## config.mk

```make
export PLATFORM = sky130hd
export DESIGN_NAME = leds_jogadores
export DESIGN_NICKNAME = d
export VERILOG_FILES = /design/src/rtl/poli_lobinho_pkg.sv /design/src/rtl/divisor_pisca.sv /design/src/rtl/leds_jogadores.sv
export SDC_FILE = /design/constraint.sdc
export NUM_CORES = 1
export LEC_CHECK = 0
export CAP_MARGIN = 10
export CORE_AREA = 2 2 73 61
export CTS_BUF_LIST = sky130_fd_sc_hd__clkbuf_4 sky130_fd_sc_hd__clkbuf_8
export DETAILED_ROUTE_END_ITERATION = 16
export DIE_AREA = 0 0 75 63
export PLACE_DENSITY = 0.82
export SYNTH_ARGS = -nofsm -noshare
export SYNTH_HDL_FRONTEND = slang
export SYNTH_HIERARCHICAL = 1
export SYNTH_SLANG_ARGS = --single-unit
```

## constraint.sdc

```tcl
create_clock -name clock -period 2.7 [get_ports clock]
set_input_delay 0.54 -clock clock [delete_from_list [all_inputs] [get_ports clock]]
set_output_delay 0.54 -clock clock [all_outputs]
set_load 0.05 [all_outputs]
```

## src/rtl/poli_lobinho_pkg.sv

```systemverilog
// Shared constants and FSM state encoding for the player LED/button logic.
// Pure declarations: no latency, no flow control.
package poli_lobinho_pkg;

    localparam int         N_JOGADORES    = 5;
    localparam logic [2:0] JOGADOR_NENHUM = 3'd7;

    typedef enum logic [1:0] {
        OCIOSO  = 2'd0,
        ACESO   = 2'd1,
        APAGADO = 2'd2,
        FIM     = 2'd3
    } estado_t;

endpackage

```

## src/rtl/divisor_pisca.sv

```systemverilog
// Free-running tick divider: one-cycle tick every DIV_BLINK cycles, held at 0 while clr_i is high.
// Tick is combinational from the count register; no backpressure.
module divisor_pisca #(
    parameter int DIV_BLINK = 25_000_000
) (
    input  logic clock,
    input  logic reset,
    input  logic clr_i,
    output logic tick_o
);

    localparam int W = (DIV_BLINK > 1) ? $clog2(DIV_BLINK) : 1;

    logic [W-1:0] cnt_q;
    logic [W-1:0] cnt_d;
    logic         wrap;

    assign wrap   = (cnt_q == W'(DIV_BLINK - 1));
    assign tick_o = wrap && !clr_i;

    always_comb begin
        cnt_d = cnt_q + W'(1);
        if (clr_i || wrap) begin
            cnt_d = '0;
        end
    end

    always_ff @(posedge clock or posedge reset) begin
        if (reset) begin
            cnt_q <= '0;
        end else begin
            cnt_q <= cnt_d;
        end
    end

endmodule

```

## src/rtl/leds_jogadores.sv

```systemverilog
// Player LED driver: idle shows current living player, on anunciar flashes the eliminated player(s).
// Outputs are registered one cycle behind the state; anunciar while busy is dropped. LEDS_JOGADORES_ATIVO_BAIXO_EN inverts leds.
module leds_jogadores
    import poli_lobinho_pkg::*;
#(
    parameter int N_JOG     = N_JOGADORES,
    parameter int DIV_BLINK = 25_000_000,
    parameter int N_PISCA   = 3
) (
    input  logic             clock,
    input  logic             reset,
    input  logic             mostra,
    input  logic [2:0]       jogador_atual,
    input  logic [N_JOG-1:0] mortes,
    input  logic             anunciar,
    input  logic [2:0]       alvo,
    output logic [N_JOG-1:0] leds,
    output logic             ocupado,
    output logic             fim,
    output logic [1:0]       db_estado
);

    localparam int PW = $clog2(N_PISCA + 1);

    function automatic logic [N_JOG-1:0] onehot(input logic [2:0] idx);
        onehot = '0;
        for (int i = 0; i < N_JOG; i++) begin
            if (int'(idx) == i) onehot[i] = 1'b1;
        end
    endfunction

    estado_t          estado_q, estado_d;
    logic [2:0]       alvo_q, alvo_d;
    logic [N_JOG-1:0] mortes_q, mortes_d;
    logic [PW-1:0]    pisca_q, pisca_d;
    logic [N_JOG-1:0] leds_q, leds_d;
    logic             ocupado_q, ocupado_d;
    logic             fim_q, fim_d;
    logic             tick;
    logic [N_JOG-1:0] padrao;

    divisor_pisca #(
        .DIV_BLINK(DIV_BLINK)
    ) u_divisor (
        .clock (clock),
        .reset (reset),
        .clr_i (estado_q == OCIOSO),
        .tick_o(tick)
    );

    // Out-of-range target means nobody died: every living player flashes.
    assign padrao = (int'(alvo_q) < N_JOG) ? onehot(alvo_q) : ~mortes_q;

    always_comb begin
        estado_d  = estado_q;
        alvo_d    = alvo_q;
        mortes_d  = mortes_q;
        pisca_d   = pisca_q;
        leds_d    = '0;
        ocupado_d = (estado_q != OCIOSO);
        fim_d     = (estado_q == FIM);
        case (estado_q)
            OCIOSO: begin
                if (mostra && int'(jogador_atual) < N_JOG) begin
                    leds_d = onehot(jogador_atual) & ~mortes;
                end
                if (anunciar) begin
                    estado_d = ACESO;
                    alvo_d   = alvo;
                    mortes_d = mortes;
                    pisca_d  = '0;
                end
            end
            ACESO: begin
                leds_d = padrao;
                if (tick) estado_d = APAGADO;
            end
            APAGADO: begin
                if (tick) begin
                    pisca_d  = pisca_q + PW'(1);
                    estado_d = (pisca_q == PW'(N_PISCA - 1)) ? FIM : ACESO;
                end
            end
            FIM: begin
                estado_d = OCIOSO;
            end
            default: estado_d = OCIOSO;
        endcase
    end

    always_ff @(posedge clock or posedge reset) begin
        if (reset) begin
            estado_q  <= OCIOSO;
            alvo_q    <= '0;
            mortes_q  <= '0;
            pisca_q   <= '0;
            leds_q    <= '0;
            ocupado_q <= 1'b0;
            fim_q     <= 1'b0;
        end else begin
            estado_q  <= estado_d;
            alvo_q    <= alvo_d;
            mortes_q  <= mortes_d;
            pisca_q   <= pisca_d;
            leds_q    <= leds_d;
            ocupado_q <= ocupado_d;
            fim_q     <= fim_d;
        end
    end

`ifdef LEDS_JOGADORES_ATIVO_BAIXO_EN
    assign leds = ~leds_q;
`else
    assign leds = leds_q;
`endif
    assign ocupado   = ocupado_q;
    assign fim       = fim_q;
    assign db_estado = estado_q;

endmodule
```

* Yosys cells after proc, flatten, opt, wreduce, memory -nomap -nowiden
Index checks and enable logic that the tools add are counted.
Word-level totals: output and inout port bits 9, input bits 15, flip-flop bits (word level) 44
Cells by class: reductions and logical operators 12, muxes and demuxes 32, order comparisons 2, bitwise gates (word level) 3, add/subtract/negate cells 2, eq/ne operators 16
Operator list (number):
- $add 25x1->25 const B | 1
- $eq 25x25->1 const B | 1
- $mux 25 | 1
- $mux 1 | 20
- $eq 3x3->1 const B | 6
- $mux 2 | 6
- $mux 5 | 2
- $not 5->5 | 2
- $pmux 5 s2 | 1
- $pmux 2 s4 | 1
- $eq 2x2->1 const B | 3
- $eq 3x2->1 const B | 2
- $logic_not 3->1 | 2
- $lt 3x3->1 const B | 2
- $ne 2x2->1 const B | 3
- $reduce_and 3->1 | 2
- $and 5x5->5 | 1
- $pmux 2 s2 | 1
- $reduce_bool 2->1 | 2
- $add 2x1->2 const B | 1
- $eq 2x1->1 const B | 1
- $logic_and 1x1->1 | 2
- $logic_not 2->1 | 1
- $reduce_and 2->1 | 1
- 2 further kinds | 2

* Longest topological paths before layout
Gate-level depths: netlist (run 1).
depth after elaboration 7, gate-level depth with buffers 8

* Hierarchy
Netlist (run 1), hierarchy kept.
By module, submodules not included:
- divisor_pisca | cells an instance 138, area each 1307.5 um2, instances 1
- leds_jogadores | cells an instance 71, area each 909.6 um2, instances 1

* Least setup slack after synthesis (run 1)
OpenSTA, ideal clock, no wires.
path kind reg-to-reg, from reg u_divisor.cnt_q[0], to reg u_divisor.cnt_q[20], cell stages (with the launch flop) 7, period minus slack after synthesis 2087 ps, setup slack 613 ps, arrival time 2009 ps, data required time 2622 ps, setup time 78 ps, buffers on the path 1, cells stage by stage dfrtp_1 ha_1 nand3_2 or4_4 buf_6 or4_1 a21oi_1
Between the ends: word-level cells in the longest chain between the ends 3, elaborated cells between the ends (all ways) 4
Ends and longest elaborated chain:
- start: declaration | RTL line divisor_pisca.sv:14 | logic [W-1:0] cnt_q;
- start signal: assignment | RTL line divisor_pisca.sv:32 | cnt_q <= cnt_d;
- branches (longest 2 deep; another with $add 25x1->25)
- $mux 25 (*) | RTL line divisor_pisca.sv:23 | if (clr_i || wrap) begin
- net u_divisor.cnt_d[20] | RTL line divisor_pisca.sv:15 | logic [W-1:0] cnt_d;
Mark *: on every way through the listed nets, which the timed path passes. A chain may end at the register's enable or synchronous reset.

* Final worst setup path (run 1)
Same ends and word-level chain as after synthesis.

==> results_dict.tcl, run 1 <==
set metrics [dict create \
    status "complete, no violations" \
    clock-sinks 44 \
    slew_headroom 0.526 \
    yosysWarnings 6 \
    synth.distinct_cells 45 \
    clkTransAtPathRegs_ns 0.08 \
    gp_congestion 0.801 \
    critical_path_arrival_ns 2.42 \
    synth_compound_area_frac 0.104 \
    grt_overflow 0 \
    clk_path_buf_depth 2 \
    rsz0062_at_grt "false" \
    utilization 0.647 \
    synth_adder_area_share 0.0113 \
    cts_tree "yes" \
    postCtsHoldBufs 0 \
    place_inst 287 \
    synth.largest_area_cell "dfrtp_1" \
    drc 0 \
    synth-edff-count 0 \
    setup_ws_ns 0.500 \
    postSynthNetCount 226 \
    synthSimpleGateAreaFrac 0.230 \
    maxCapViolCount 0 \
    hpwl_um 3170 \
    port_buffers 23 \
    insertion_delay_ns 0.29 \
    crit_chain "ha_1 > nand3_2 > or4_4 > or4_1 > a21oi_1" \
    synth_seq_area_share 0.497 \
    grt_start_max_net_pins 26 \
    design_area_um2 2600 \
    drt_first_pass_iters 4 \
    synth_cells 209 \
    hold_path_class "reg -> reg" \
    vias 1666 \
    grt_pass1_wl_um 7060 \
    setup_viol 0 \
    die_h_um 63 \
    synth.top_cell.area_share 0.497 \
    postRouteAntennaNets 0 \
    post-route-period-util 0.815 \
    post-place-ws_ns 0.493 \
    tns_ns 0 \
    worst_pin_slew_ns 0.710 \
    place_area_um2 2500 \
    syn_avg_cell_area_um2 10.6 \
    initial_core_util 0.552 \
    power_leakage_nw 1.08 \
    start_kind "flop" \
    period_needed_ns 2.20 \
    coreArea_um2 4020 \
    power_density_nw_per_um2 596 \
    cts_buffers 5 \
    track_usage 0.198 \
    path_class "reg -> reg" \
    worstSetupEndpointType "flop" \
    fin_worst_skew_ns 0.00678 \
    slowest_delay_ns 0.63 \
    max_freq_ghz 0.455 \
    async_reset_ff_frac 1.00 \
    synth-xor-area-share 0.0553 \
    final_hold_viol_count 0 \
    synth_top_family_by_area "simple AND/OR/NAND/NOR gates" \
    crit_required_ns 2.92 \
    stdcell_count 295 \
    root_buffer "clkbuf_8" \
    nets 254 \
    slew_violations 0 \
    cts_resized 0 \
    wl_um 4310 \
    synth_area_leaders "dfrtp_1 50%, mux2_4 5.4%, nor2_1 3.7%" \
    ir_drop_v 0.000489 \
    design.die.area_um2 4730 \
    io_pins 24 \
    rows 21 \
    synth_area_um2 2220 \
    area_growth_pct 17.3 \
    via_per_inst 5.65 \
    crit_fanout 11 \
    grt_pass1_vias 1546 \
    antenna_found_initial 0 \
    ys_seq_elements 44 \
    cts_setup_buffers 0 \
    diodes 0 \
    cp_slowest_cell "or4_4" \
    drt_iter0_drc 91 \
    wire_per_inst_um 14.6 \
    die_x_um 75 \
    cts-htree-levels 2 \
    synth_mux_area_frac 0.0683 \
    drive_above_1_share 0.134 \
    yosys_most_used_dff "dfrtp_1" \
]
==> power by group <==
part | switching [mW] | internal (mW) | total (mW)
Combinational | 0.151 | 0.131 | 0.282
Clock | 0.207 | 0.229 | 0.436
Sequential | 0.0967 | 0.737 | 0.834
Total | 0.455 | 1.10 | 1.55
==> path summary, 6_finish.rpt <==
check,start,end,slack (ns),depth (start not counted)
setup / recovery,u_divisor/cnt_q[0],u_divisor/cnt_q[20],0.50,5
hold / removal,pisca_q[0],pisca_q[0],0.51,1
setup reg to reg,u_divisor/cnt_q[0],u_divisor/cnt_q[20],0.50,5
hold reg to reg,pisca_q[0],pisca_q[0],0.51,1
max in group asynchronous,reset,mortes_q[4],1.56,2
min in group asynchronous,reset,u_divisor/cnt_q[19],0.61,3
==> sequential cells by signal, indices dropped and copies added (netlist names) <==
| signal | flops |
|---|---|
| fim | 1 |
| alvo_q | 3 |
| u_divisor/cnt_q | 25 |
| db_estado | 2 |
| mortes_q | 5 |
| ocupado | 1 |
| leds | 5 |
| pisca_q | 2 |
==> cell usage after synthesis (all sizes together) (3+ instances only) <==
cell type,number
nand2,9
dfrtp,44
nand2b,5
o31ai,3
nor2,22
xnor2,9
nor4,6
o2bb2ai,3
inv,12
or2,3
o21ai,11
or3,8
nand3,6
xor2,5
mux2,9
nor3,5
nand4,7
a22o,3
a21oi,9
or4,6
==> critical path, delay by kind of cell (launching register included) <==
family | cells | cell delay, ns
flip-flops | 1 | 0.42
AND/OR/NAND/NOR | 3 | 1.32
adder cells (fa/ha/maj) | 1 | 0.25
AO/OA/AOI/OAI | 1 | 0.14
==> area by class of cell <==
cell class	instances	area (µm²)
sequential	44	1100
clock buffer	8	97.6
multi-input combinational	149	1040
inverter	12	47.5
timing repair buffer	25	245
tap	57	71.3
fill	332	1420
==> placed cells by master, fill, tap and decap left out, types with 3 or more instances in the layout <==
cell / instances
or4_1: 3
nand2b_1: 5
o21ai_0: 11
o31ai_1: 3
mux2_4: 8
xnor2_1: 9
nor3_1: 5
dfrtp_1: 44
a21oi_1: 9
inv_1: 11
clkdlybuf4s50_1: 23
clkbuf_8: 6
a22o_1: 3
xor2_1: 5
or3_1: 6
nor2_1: 22
o2bb2ai_1: 3
nor4_1: 6
nand4_1: 6
nand3_1: 5
nand2_1: 9
==> per-stage QoR <==
step                      power (mW)  hold slack, ns
after floorplan                 1.03           0.469
after global placement          1.11           0.483
after detailed placement        1.13           0.491
after CTS                       1.56           0.513
after global routing            1.63           0.527
final                           1.55           0.515
==> kinds of logic (layout without fill, tap and decap cells) <==
logic type / count (synthesis) / count (layout)
xor gates and xnor gates: 14 / 14
AOI/OAI and AO/OA: 35 / 35
and+or+nand+nor: 87 / 87
adders and majority gates: 2 / 2
muxes: 11 / 11
DFF: 44 / 44
buffers and inverters: 16 / 45
==> metal layers <==
| metal | part of all wire | wire length (µm) | global-route usage | vias up |
|---|---|---|---|---|
| met4 | 0.012 | 50 | 0.0737 | 0 |
| li1 | - | - | - | 810 |
| met5 | 0 | 0 | 0 | - |
| met1 | 0.49 | 2110 | 0.283 | 831 |
| met2 | 0.47 | 2020 | 0.287 | 20 |
| met3 | 0.029 | 127 | 0.0484 | 5 |
Note: power is estimated with default switching activity, not from simulation.
==> run 2: changes to the inputs <==
--- a/config.mk
+++ b/config.mk
@@ -6,11 +6,11 @@
 export NUM_CORES = 1
 export LEC_CHECK = 0
 export CAP_MARGIN = 10
-export CORE_AREA = 2 2 73 61
+export CORE_AREA = 2 2 77 64
 export CTS_BUF_LIST = sky130_fd_sc_hd__clkbuf_4 sky130_fd_sc_hd__clkbuf_8
 export DETAILED_ROUTE_END_ITERATION = 16
-export DIE_AREA = 0 0 75 63
-export PLACE_DENSITY = 0.82
+export DIE_AREA = 0 0 79 66
+export PLACE_DENSITY = 0.78
 export SYNTH_ARGS = -nofsm -noshare
 export SYNTH_HDL_FRONTEND = slang
 export SYNTH_HIERARCHICAL = 1
==> constraint.sdc (replaced) <==
create_clock -name clock -period 1.8 [get_ports clock]
set_input_delay 0.36 -clock clock [delete_from_list [all_inputs] [get_ports clock]]
set_output_delay 0.36 -clock clock [all_outputs]
set_load 0.05 [all_outputs]
==> results_dict.tcl, run 2 (synthesized netlist as in run 1, its figures left out) <==
set metrics [dict create \
    status "finished, violations left" \
    violations "negative setup slack" \
    reg2reg_from "u_divisor/cnt_q[1]" \
    via_per_inst 5.39 \
    slew_headroom 0.749 \
    stdcell_count 338 \
    post-place-ws_ns -0.158 \
    grt_start_max_net_pins 26 \
    power_density_nw_per_um2 867 \
    drt_first_pass_iters 4 \
    area_growth_pct 35.1 \
    crit_end "u_divisor/cnt_q[22]" \
    final_hold_viol_count 0 \
    hold_slack_ns 0.412 \
    grt-busiest-layer "met2" \
    die_h_um 66 \
    rows 22 \
    power_leakage_nw 1.30 \
    initial_core_util 0.497 \
    place_inst 315 \
    worstSetupEndpointType "flop" \
    drive_above_1_share 0.342 \
    drt_iter0_drc 137 \
    post-route-period-util 1.04 \
    grt_pass1_wl_um 8020 \
    r2r_end "u_divisor/cnt_q[22]" \
    max_freq_ghz 0.534 \
    diodes 0 \
    antenna_found_initial 0 \
    period_needed_ns 1.87 \
    root_buffer "clkbuf_8" \
    wire_per_inst_um 15.4 \
    num-fill-cells 353 \
    gp_congestion 0.824 \
    startpoint "u_divisor/cnt_q[1]" \
    cts_buffers 5 \
    rsz0062_at_grt "true" \
    largest_reg_flops 25 \
    cts-htree-levels 2 \
    rr_worst_depth 5 \
    critical_path_arrival_ns 2.11 \
    ir_drop_v 0.000791 \
    die_x_um 79 \
    met3_usage 0.0423 \
    regArea_um2 1100 \
    clk_path_buf_depth 2 \
    setup_viol 4 \
    met1_usage 0.299 \
    layout_commonest_cell "buf_4" \
    crit_fanout 5 \
    clkTransAtPathRegs_ns 0.08 \
    grtUsageMet2 0.308 \
    finalPower_mw 2.60 \
    nets 294 \
    io_pins 24 \
    clock-sinks 44 \
    start_kind "flop" \
    track_usage 0.205 \
    hold_path_class "in -> async" \
    wl_um 5210 \
    maxCapViolCount 0 \
    postRouteAntennaNets 0 \
    final_cell_mix "47 x buf_4, 43 x dfrtp_1, 21 x nor2_1" \
    path_class "reg -> reg" \
    design.die.area_um2 5210 \
    worst_pin_slew_ns 0.371 \
    utilization 0.672 \
    fin_worst_skew_ns 0.00653 \
    reg2reg_slack_ns -0.07 \
    coreArea_um2 4460 \
    grt_overflow 0 \
    cts_tree "yes" \
    drc 0 \
    port_buffers 23 \
    hpwl_um 3380 \
    insertion_delay_ns 0.30 \
    top_register "u_divisor/cnt_q" \
    crit_required_ns 2.03 \
    setup_ws_ns -0.0723 \
    multi_input_area_um2 1150 \
    slew_violations 0 \
    grt_pass1_vias 1631 \
    vias 1823 \
]
==> run 2: cell types whose count changed in the layout (fill, tap and decap cells not counted), sizes merged <==
| cell | change |
|---|---|
| buf | +48 |
| clkdlybuf4s50 | -9 |
| clkbuf | -1 |
| clkinvlp | +1 |
| or4 | +1 |
==> run 2: final cells by class <==
type                    instances  share of cell area
multi-input cells             150               0.383
flip-flops and latches         44               0.368
clock inverters                 1             0.00251
inverters                      12              0.0159
well taps                      60              0.0251
clock buffers                   7              0.0301
repair buffers                 64               0.176
==> run 2: per-layer routing <==
metal / vias up / wire length (µm)
met5: - / 0
met4: 0 / 76
met3: 7 / 171
met2: 29 / 2460
met1: 895 / 2500
li1: 892 / -
==> run 2: where the power goes <==
part	switching [mW]	internal [mW]	leakage, nW
combinational	0.351	0.367	0.680
clock	0.332	0.327	0.0479
sequential	0.117	1.11	0.569
total	0.799	1.80	1.30
==> run 2: worst max-delay path, cell delays in order, from the launching register on <==
cell and delay [ns]:
dfrtp_1 0.41, ha_4 0.17, nand3_4 0.08, or4_4 0.53, or4_4 0.50, a21oi_2 0.13
==> run 2: worst min path at each step <==
stage | end | slack [ns] | depth (start not counted)
6_report | alvo_q[0] | 0.41 | 3
5_1_grt | leds[1] | 0.45 | 3
4_1_cts | mortes_q[2] | 0.42 | 3
3_5_place_dp | mortes_q[0] | 0.49 | 1
3_3_place_gp | mortes_q[0] | 0.48 | 1
2_1_floorplan | alvo_q[0] | 0.31 | 1
==> run 2: repair_timing <==
item | in CTS | in global routing
gates cloned | 1 | 0
pin swaps | 4 | 11
endpoints found under the setup margin | 10 | 13
hold buffers | 0 | 0
buffers inserted | 4 | 10
resized for setup | 10 | 14
==> run 2: metrics by stage <==
step	area (µm²)	TNS, ns
2_1_floorplan	2240	-0.687
3_3_place_gp	2700	-0.289
3_5_place_dp	2700	-0.715
4_1_cts	2870	-0.264
5_1_grt	3000	-1.04
6_report	3000	-0.148
==> run 3: changes to the inputs <==
--- a/config.mk
+++ b/config.mk
@@ -5,7 +5,7 @@
 export SDC_FILE = /design/constraint.sdc
 export NUM_CORES = 1
 export LEC_CHECK = 0
-export CAP_MARGIN = 10
+export CAP_MARGIN = 0
 export CORE_AREA = 2 2 77 64
 export CTS_BUF_LIST = sky130_fd_sc_hd__clkbuf_4 sky130_fd_sc_hd__clkbuf_8
 export DETAILED_ROUTE_END_ITERATION = 16
==> results of run 3 <==
Same layout as run 2: the final DEF is identical, and so are final timing and power.
